`config.mk`:
```
export PLATFORM = sky130hd
export DESIGN_NAME = cam_dvp_pattern_tx_flat
export DESIGN_NICKNAME = d
export VERILOG_FILES = /design/src/rtl/cam_dvp_pattern_tx_if.sv /design/src/rtl/cam_dvp_pattern_tx.sv /design/src/flat_wrapper.sv
export SDC_FILE = /design/constraint.sdc
export NUM_CORES = 1
export LEC_CHECK = 0
export CORE_ASPECT_RATIO = 0.7
export CORE_MARGIN = 4
export CORE_UTILIZATION = 28
export CTS_BUF_LIST = sky130_fd_sc_hd__clkbuf_8 sky130_fd_sc_hd__clkbuf_16
export CTS_CLUSTER_SIZE = 10
export DETAILED_ROUTE_END_ITERATION = 10
export GPL_TIMING_DRIVEN = 0
export HOLD_SLACK_MARGIN = 0.12
export MAX_ROUTING_LAYER = met4
export SLEW_MARGIN = 20
export SYNTH_ARGS = -nofsm -noshare
export SYNTH_HDL_FRONTEND = slang
export SYNTH_SLANG_ARGS = --single-unit
```
`constraint.sdc`:
```
create_clock -name i_clk -period 8.12 [get_ports i_clk]
set_input_delay 2.436 -clock i_clk [delete_from_list [all_inputs] [get_ports i_clk]]
set_output_delay 2.436 -clock i_clk [all_outputs]
set_load 0.02 [all_outputs]
```
`src/rtl/cam_dvp_pattern_tx_if.sv`:
```
// DVP pattern transmitter bundle: control inputs and the emulated sensor outputs.
// The master side is the transmitter. The slave side is whoever drives the controls and consumes the byte stream.
interface cam_dvp_pattern_tx_if;
  logic        i_ce;
  logic        i_enable;
  logic [1:0]  i_pattern;
  logic [11:0] i_solid_color;
  logic        o_vsync;
  logic        o_href;
  logic [7:0]  o_data;
  logic        o_sof;
  logic        o_busy;
  logic [15:0] o_frame_cnt;

  modport master (
    input  i_ce, i_enable, i_pattern, i_solid_color,
    output o_vsync, o_href, o_data, o_sof, o_busy, o_frame_cnt
  );

  modport slave (
    output i_ce, i_enable, i_pattern, i_solid_color,
    input  o_vsync, o_href, o_data, o_sof, o_busy, o_frame_cnt
  );
endinterface

```
`src/rtl/cam_dvp_pattern_tx.sv`:
```
// OV7670-style DVP camera emulator: vsync/href/RGB444 byte stream with internal test patterns.
// Outputs are registered from next-state values, so every output changes on the same edge as the state.
module cam_dvp_pattern_tx #(
  parameter int unsigned H_ACTIVE    = 640,
  parameter int unsigned V_ACTIVE    = 480,
  parameter int unsigned H_BLANK     = 144,
  parameter int unsigned VSYNC_LINES = 3,
  parameter int unsigned V_BACK      = 17,
  parameter int unsigned V_FRONT     = 10
) (
  input  logic                 i_clk,
  input  logic                 i_rst,
  cam_dvp_pattern_tx_if.master dvp
);

  localparam int unsigned LINE_LEN = 2 * H_ACTIVE + H_BLANK;
  localparam int unsigned BXW      = $clog2(LINE_LEN);
  localparam int unsigned BAR_W    = H_ACTIVE / 8;
  localparam int unsigned BCW      = (BAR_W > 1) ? $clog2(BAR_W) : 1;

  localparam logic [BXW-1:0] BX_LAST  = BXW'(LINE_LEN - 1);
  localparam logic [BXW-1:0] HREF_END = BXW'(2 * H_ACTIVE);
  localparam logic [BCW-1:0] BC_LAST  = BCW'(BAR_W - 1);

  typedef enum logic [2:0] {
    ST_IDLE,
    ST_VSYNC,
    ST_VBACK,
    ST_ACTIVE,
    ST_VFRONT
  } state_e;

  state_e          state_q, state_d;
  logic [BXW-1:0]  bx_q, bx_d;
  logic [15:0]     ln_q, ln_d;
  logic [15:0]     ln_last;
  logic            start;

  logic [2:0]      bar_q, bar_d;
  logic [BCW-1:0]  bcnt_q, bcnt_d;
  logic [1:0]      pat_q, pat_d;
  logic [11:0]     solid_q, solid_d;

  logic            vsync_q, vsync_d;
  logic            href_q, href_d;
  logic [7:0]      data_q, data_d;
  logic            sof_q, sof_d;
  logic [15:0]     frame_cnt_q, frame_cnt_d;

  logic [11:0]     col;
  logic [3:0]      ramp_v;
  logic            chk_x;

  // Line count of the current state, minus one.
  always_comb begin
    ln_last = '0;
    unique case (state_q)
      ST_VSYNC:  ln_last = 16'(VSYNC_LINES - 1);
      ST_VBACK:  ln_last = 16'(V_BACK - 1);
      ST_ACTIVE: ln_last = 16'(V_ACTIVE - 1);
      ST_VFRONT: ln_last = 16'(V_FRONT - 1);
      default:   ln_last = '0;
    endcase
  end

  // Frame sequencer. Everything here is consumed only on ce cycles.
  always_comb begin
    state_d = state_q;
    bx_d    = bx_q;
    ln_d    = ln_q;
    start   = 1'b0;
    if (state_q == ST_IDLE) begin
      if (dvp.i_enable) begin
        start   = 1'b1;
        state_d = ST_VSYNC;
        bx_d    = '0;
        ln_d    = '0;
      end
    end else if (bx_q != BX_LAST) begin
      bx_d = bx_q + BXW'(1);
    end else begin
      bx_d = '0;
      if (ln_q != ln_last) begin
        ln_d = ln_q + 16'd1;
      end else begin
        ln_d = '0;
        unique case (state_q)
          ST_VSYNC:  state_d = ST_VBACK;
          ST_VBACK:  state_d = ST_ACTIVE;
          ST_ACTIVE: state_d = ST_VFRONT;
          ST_VFRONT: begin
            if (dvp.i_enable) begin
              state_d = ST_VSYNC;
              start   = 1'b1;
            end else begin
              state_d = ST_IDLE;
            end
          end
          default:   state_d = ST_IDLE;
        endcase
      end
    end
  end

  // Bar tracking follows the pixel index of bx_d: it steps on every even byte.
  always_comb begin
    bar_d  = bar_q;
    bcnt_d = bcnt_q;
    if (bx_d == '0) begin
      bar_d  = '0;
      bcnt_d = '0;
    end else if (!bx_d[0]) begin
      if (bcnt_q == BC_LAST) begin
        bcnt_d = '0;
        bar_d  = bar_q + 3'd1;
      end else begin
        bcnt_d = bcnt_q + BCW'(1);
      end
    end
  end

  // Ramp nibble is x[7:4] = bx[8:5]; checker column bit is x[5] = bx[6].
  always_comb begin
    ramp_v = 4'(bx_d >> 5);
    chk_x  = 1'(bx_d >> 6);
    col    = 12'h000;
    unique case (pat_q)
      2'd0: begin
        unique case (bar_d)
          3'd0:    col = 12'hFFF;
          3'd1:    col = 12'hFF0;
          3'd2:    col = 12'h0FF;
          3'd3:    col = 12'h0F0;
          3'd4:    col = 12'hF0F;
          3'd5:    col = 12'hF00;
          3'd6:    col = 12'h00F;
          default: col = 12'h000;
        endcase
      end
      2'd1:    col = {ramp_v, ramp_v, ramp_v};
      2'd2:    col = (chk_x ^ ln_d[5]) ? 12'hFFF : 12'h000;
      default: col = solid_q;
    endcase
  end

  always_comb begin
    vsync_d     = (state_d == ST_VSYNC);
    href_d      = (state_d == ST_ACTIVE) && (bx_d < HREF_END);
    sof_d       = start;
    frame_cnt_d = start ? frame_cnt_q + 16'd1 : frame_cnt_q;
    pat_d       = start ? dvp.i_pattern : pat_q;
    solid_d     = start ? dvp.i_solid_color : solid_q;
    data_d      = 8'h00;
    if (href_d) data_d = bx_d[0] ? col[7:0] : {4'h0, col[11:8]};
  end

  always_ff @(posedge i_clk) begin
    if (i_rst) begin
      state_q     <= ST_IDLE;
      bx_q        <= '0;
      ln_q        <= '0;
      bar_q       <= '0;
      bcnt_q      <= '0;
      pat_q       <= '0;
      solid_q     <= '0;
      vsync_q     <= 1'b0;
      href_q      <= 1'b0;
      data_q      <= 8'h00;
      sof_q       <= 1'b0;
      frame_cnt_q <= '0;
    end else if (dvp.i_ce) begin
      state_q     <= state_d;
      bx_q        <= bx_d;
      ln_q        <= ln_d;
      bar_q       <= bar_d;
      bcnt_q      <= bcnt_d;
      pat_q       <= pat_d;
      solid_q     <= solid_d;
      vsync_q     <= vsync_d;
      href_q      <= href_d;
      data_q      <= data_d;
      sof_q       <= sof_d;
      frame_cnt_q <= frame_cnt_d;
    end
  end

  assign dvp.o_vsync     = vsync_q;
  assign dvp.o_href      = href_q;
  assign dvp.o_data      = data_q;
  assign dvp.o_sof       = sof_q;
  assign dvp.o_busy      = (state_q != ST_IDLE);
  assign dvp.o_frame_cnt = frame_cnt_q;

endmodule

```
`src/flat_wrapper.sv`:
```
// flat-port wrapper written by rule: the top's interface ports become plain ports
module cam_dvp_pattern_tx_flat 
#(
  parameter int unsigned H_ACTIVE    = 640,
  parameter int unsigned V_ACTIVE    = 480,
  parameter int unsigned H_BLANK     = 144,
  parameter int unsigned VSYNC_LINES = 3,
  parameter int unsigned V_BACK      = 17,
  parameter int unsigned V_FRONT     = 10
)
  (i_clk, i_rst, dvp_i_ce, dvp_i_enable, dvp_i_pattern, dvp_i_solid_color, dvp_o_vsync, dvp_o_href, dvp_o_data, dvp_o_sof, dvp_o_busy, dvp_o_frame_cnt);
  cam_dvp_pattern_tx_if dvp_i ();
  input  logic i_clk;
  input  logic i_rst;
  input wire logic [$bits(dvp_i.i_ce)-1:0] dvp_i_ce;
  input wire logic [$bits(dvp_i.i_enable)-1:0] dvp_i_enable;
  input wire logic [$bits(dvp_i.i_pattern)-1:0] dvp_i_pattern;
  input wire logic [$bits(dvp_i.i_solid_color)-1:0] dvp_i_solid_color;
  output wire logic [$bits(dvp_i.o_vsync)-1:0] dvp_o_vsync;
  output wire logic [$bits(dvp_i.o_href)-1:0] dvp_o_href;
  output wire logic [$bits(dvp_i.o_data)-1:0] dvp_o_data;
  output wire logic [$bits(dvp_i.o_sof)-1:0] dvp_o_sof;
  output wire logic [$bits(dvp_i.o_busy)-1:0] dvp_o_busy;
  output wire logic [$bits(dvp_i.o_frame_cnt)-1:0] dvp_o_frame_cnt;
  assign dvp_i.i_ce = dvp_i_ce;
  assign dvp_i.i_enable = dvp_i_enable;
  assign dvp_i.i_pattern = dvp_i_pattern;
  assign dvp_i.i_solid_color = dvp_i_solid_color;
  assign dvp_o_vsync = dvp_i.o_vsync;
  assign dvp_o_href = dvp_i.o_href;
  assign dvp_o_data = dvp_i.o_data;
  assign dvp_o_sof = dvp_i.o_sof;
  assign dvp_o_busy = dvp_i.o_busy;
  assign dvp_o_frame_cnt = dvp_i.o_frame_cnt;
  cam_dvp_pattern_tx #(.H_ACTIVE(H_ACTIVE), .V_ACTIVE(V_ACTIVE), .H_BLANK(H_BLANK), .VSYNC_LINES(VSYNC_LINES), .V_BACK(V_BACK), .V_FRONT(V_FRONT)) u_core (.i_clk(i_clk), .i_rst(i_rst), .dvp(dvp_i));
endmodule
```
==> results of run 1 <==
[sequential cells by signal, summed over array words and instances (netlist names)]
name and cells:
u_core.pat_q 2, u_core.dvp.o_sof 1, u_core.solid_q 12, u_core.dvp.o_href 1
u_core.bar_q 3, u_core.bx_q 11, u_core.ln_q 16, u_core.state_q 3
u_core.dvp.o_data 8, u_core.dvp.o_vsync 1, u_core.dvp.o_frame_cnt 16, u_core.bcnt_q 7
[synth_stat cells, drive strengths merged (4+ instances only)]
cell / number
dfxtp: 81
o21ai: 26
a21oi: 50
nand2b: 4
o21a: 5
buf: 14
xnor2: 11
and2: 6
inv: 12
ha: 5
nand4: 16
o22ai: 5
xor2: 20
clkbuf: 19
and3: 13
a31oi: 4
o31ai: 5
nand2: 77
nand3: 20
mux2i: 8
a22oi: 8
nor2: 83
nor3: 14
or3: 7
nor4: 11
[where the power goes]
| group | switching, mW | total [mW] | internal (mW) |
|---|---|---|---|
| clock network | 0.185 | 0.431 | 0.245 |
| registers | 0.00730 | 0.412 | 0.405 |
| logic | 0.0709 | 0.111 | 0.0400 |
| total | 0.263 | 0.954 | 0.690 |
[layer usage]
metal	global-route usage, %	up-vias
met4	3.35	0
met1	22.5	2031
met5	-	-
li1	-	2188
met3	3.27	9
met2	18.8	132
[kinds of logic after synthesis]
logic type | count (synthesis)
simple gates | 271
compound gates | 137
flops | 81
buf+inv | 45
xor+xnor | 31
mux | 8
fa+ha+maj | 5
[final timing paths]
check                                         from                    to  cells after the start
worst max-delay path                  dvp_i_enable  u_core.dvp.o_data[5]                     10
worst min register to register  u_core.solid_q[10]    u_core.solid_q[10]                      2
worst max register to register      u_core.bx_q[0]  u_core.dvp.o_data[0]                      9
worst min-delay path            u_core.solid_q[10]    u_core.solid_q[10]                      2
[through the flow]
stage	worst slack (ns)	instance area [um^2]	utilization, %	total power, mW	std cells
after floorplan	3.78	4500	-	0.490	578
after global placement	2.67	5200	33.3	0.530	823
after detailed placement	2.63	5200	33.3	0.530	823
after CTS	2.99	5520	35.3	0.962	839
after global routing	2.82	5520	35.3	0.993	839
final	2.85	5520	35.3	0.954	839
[final cells by class]
| class | instances | area, um^2 |
|---|---|---|
| multi-input cells | 452 | 2690 |
| repair buffers | 45 | 450 |
| well taps | 200 | 250 |
| clock inverters | 7 | 86.3 |
| flip-flops and latches | 81 | 1620 |
| inverters | 12 | 45.0 |
| clock buffers | 9 | 225 |
| plain buffers | 33 | 151 |
| fillers | 1637 | 10100 |
[worst max-delay path, cell delays in order]
cell and delay (ns):
sky130_fd_sc_hd__clkdlybuf4s50_1 0.54, sky130_fd_sc_hd__nor4_1 0.81, sky130_fd_sc_hd__nand2_1 0.10, sky130_fd_sc_hd__o21ai_0 0.20
sky130_fd_sc_hd__nor4_1 0.14, sky130_fd_sc_hd__and3_1 0.19, sky130_fd_sc_hd__clkbuf_1 0.18, sky130_fd_sc_hd__o21a_1 0.24
sky130_fd_sc_hd__or3_1 0.40, sky130_fd_sc_hd__a32o_1 0.27
==> flow_metrics.tcl, run 1 <==
set metrics [dict create \
    outcome "complete, no violations" \
    timing.max_slew.rel_slack_pct 33.0 \
    part_of_the_cycle_the_worst_path_needs_pct 64.9 \
    area_delta_synth_final_pct 22.5 \
    cts_post_setup_buffers_inserted 0 \
    cts_num_sinks 81 \
    dr_total_vias 4360 \
    worst_ir_drop_vdd_mv 0.100 \
    crit_type "input port to register" \
    startpoint_type "input port" \
    synth_top_family_by_area "simple AND/OR/NAND/NOR gates" \
    netlist_instances 578 \
    netlist.area_leader.share_pct 36.0 \
    commonest_non_fill_non_tap_cells_in_the_layout "83 x sky130_fd_sc_hd__nor2_1, 81 x sky130_fd_sc_hd__dfxtp_1, 77 x sky130_fd_sc_hd__nand2_1" \
    grt_setup_unrepaired "false" \
    dr.pass1.iters 5 \
    synth-edff-count 0 \
    timing.critical_path.to_type "register" \
    grt_remaining_overflow 0 \
    drt_iter0_drc 435 \
    worstSkewPairLatency_ns 0.35 \
    grt_first_pass_wirelength_um 21000 \
    syn_area_per_cell_um2 7.79 \
    die_height_um 114 \
    clock-skew-final_ns 0.0105 \
    die_area_mm2 0.0182 \
    fin_hold_ws_ns 0.457 \
    initial_core_util_pct 28.8 \
    overall_track_demand_over_capacity_in_global_routing_pct 14.5 \
    postSynthNetCount 601 \
    drt-met1-wl_um 6850 \
    power_density_mw_per_mm2 173 \
    synth-warning-count 0 \
    worstMarginPinSlew_ns 0.995 \
    final_nets 657 \
    via_per_inst 5.20 \
    yosys.area_share.adder_pct 1.39 \
    drive_above_1_share_pct 7.51 \
    io_buffer_count 45 \
    placement_rows 38 \
    post_cts_hold_buffer_count 0 \
    number_of_antenna_violations_at_the_first_check_in_global_routing 0 \
    ys_seq_area_share_pct 36.0 \
    total_length_of_routed_met3_wires_um 801 \
    ys_seq_elements 81 \
    cts_buffers 9 \
    htreeDepth 3 \
    grt_max_degree 17 \
    min_path_type "register to register" \
    maxCapViolCount 0 \
    ctsResizeCount 0 \
    via_count_of_the_first_global_routing_pass 3945 \
    synth_compound_area_share_pct 20.6 \
    worstPathArrival_ns 5.51 \
    clock_tree.root_cell "sky130_fd_sc_hd__clkbuf_16" \
    synth.area.mux_share_pct 1.78 \
    tritoncts "done" \
    final_hpwl_dp_um 9290 \
    gp_routability_congestion 0.916 \
    post_synth_and_or_nand_nor_area_fraction_pct 29.8 \
    yosys.area.top_type "sky130_fd_sc_hd__dfxtp_1" \
    finalSetupTns_ns 0 \
    maxClockFrequency_ghz 0.190 \
    reg2reg_setup_slack_ns 4.74 \
    route.met2.wl_um 4960 \
    finalWorstPathRequiredPeriod_ns 5.27 \
    timing_hold_violations_final 0 \
    routed_wirelength_um 12800 \
    synth_xor_xnor_area_share_pct 6.03 \
    top_layer "met4" \
    finalSetupViolCount 0 \
    layout_commonest_cell "sky130_fd_sc_hd__nor2_1" \
    total_leakage_power_nw 1.92 \
    dominantRegCellSynth "sky130_fd_sc_hd__dfxtp_1" \
    chipWidth_um 160 \
    io_pins 46 \
    ys_types 75 \
    insertedDiodeCount 0 \
    ys_async_sr_fraction_pct 0 \
    core_region_area_mm2 0.0156 \
    cp_data_required_time_ns 8.36 \
    post_synth_instance_area_mm2 0.00450 \
    final_antenna_net_count 0 \
    drt-wirelength-per-cell_um 15.2 \
    cts.path.max_buffers 2 \
    synth.area.top_cells "sky130_fd_sc_hd__dfxtp_1 36%, sky130_fd_sc_hd__nor2_1 6.9%, sky130_fd_sc_hd__nand2_1 6.4%" \
    critPathMaxFanout 7 \
    drcViolationCount 0 \
    clkTransAtPathRegs_ns 0.07 \
    finalMaxSlewViolations 0 \
]
(Power assumes the default switching activity.)
==> run 2, diff against run 1 <==
Clock period 8.12 ns to 5.26 ns, I/O delays scaled along.
==> results of run 2 <==
Same layout as run 1 (identical final DEF). Status: complete, no violations.
Main changes from that run: setup slack after placement 2.63 ns -> 0.626 ns; setup slack after layout 2.85 ns -> 0.845 ns; register-to-register setup slack 4.74 ns -> 1.88 ns; total power 0.954 mW -> 1.47 mW; worst IR drop on VDD 0.100 mV -> 0.155 mV
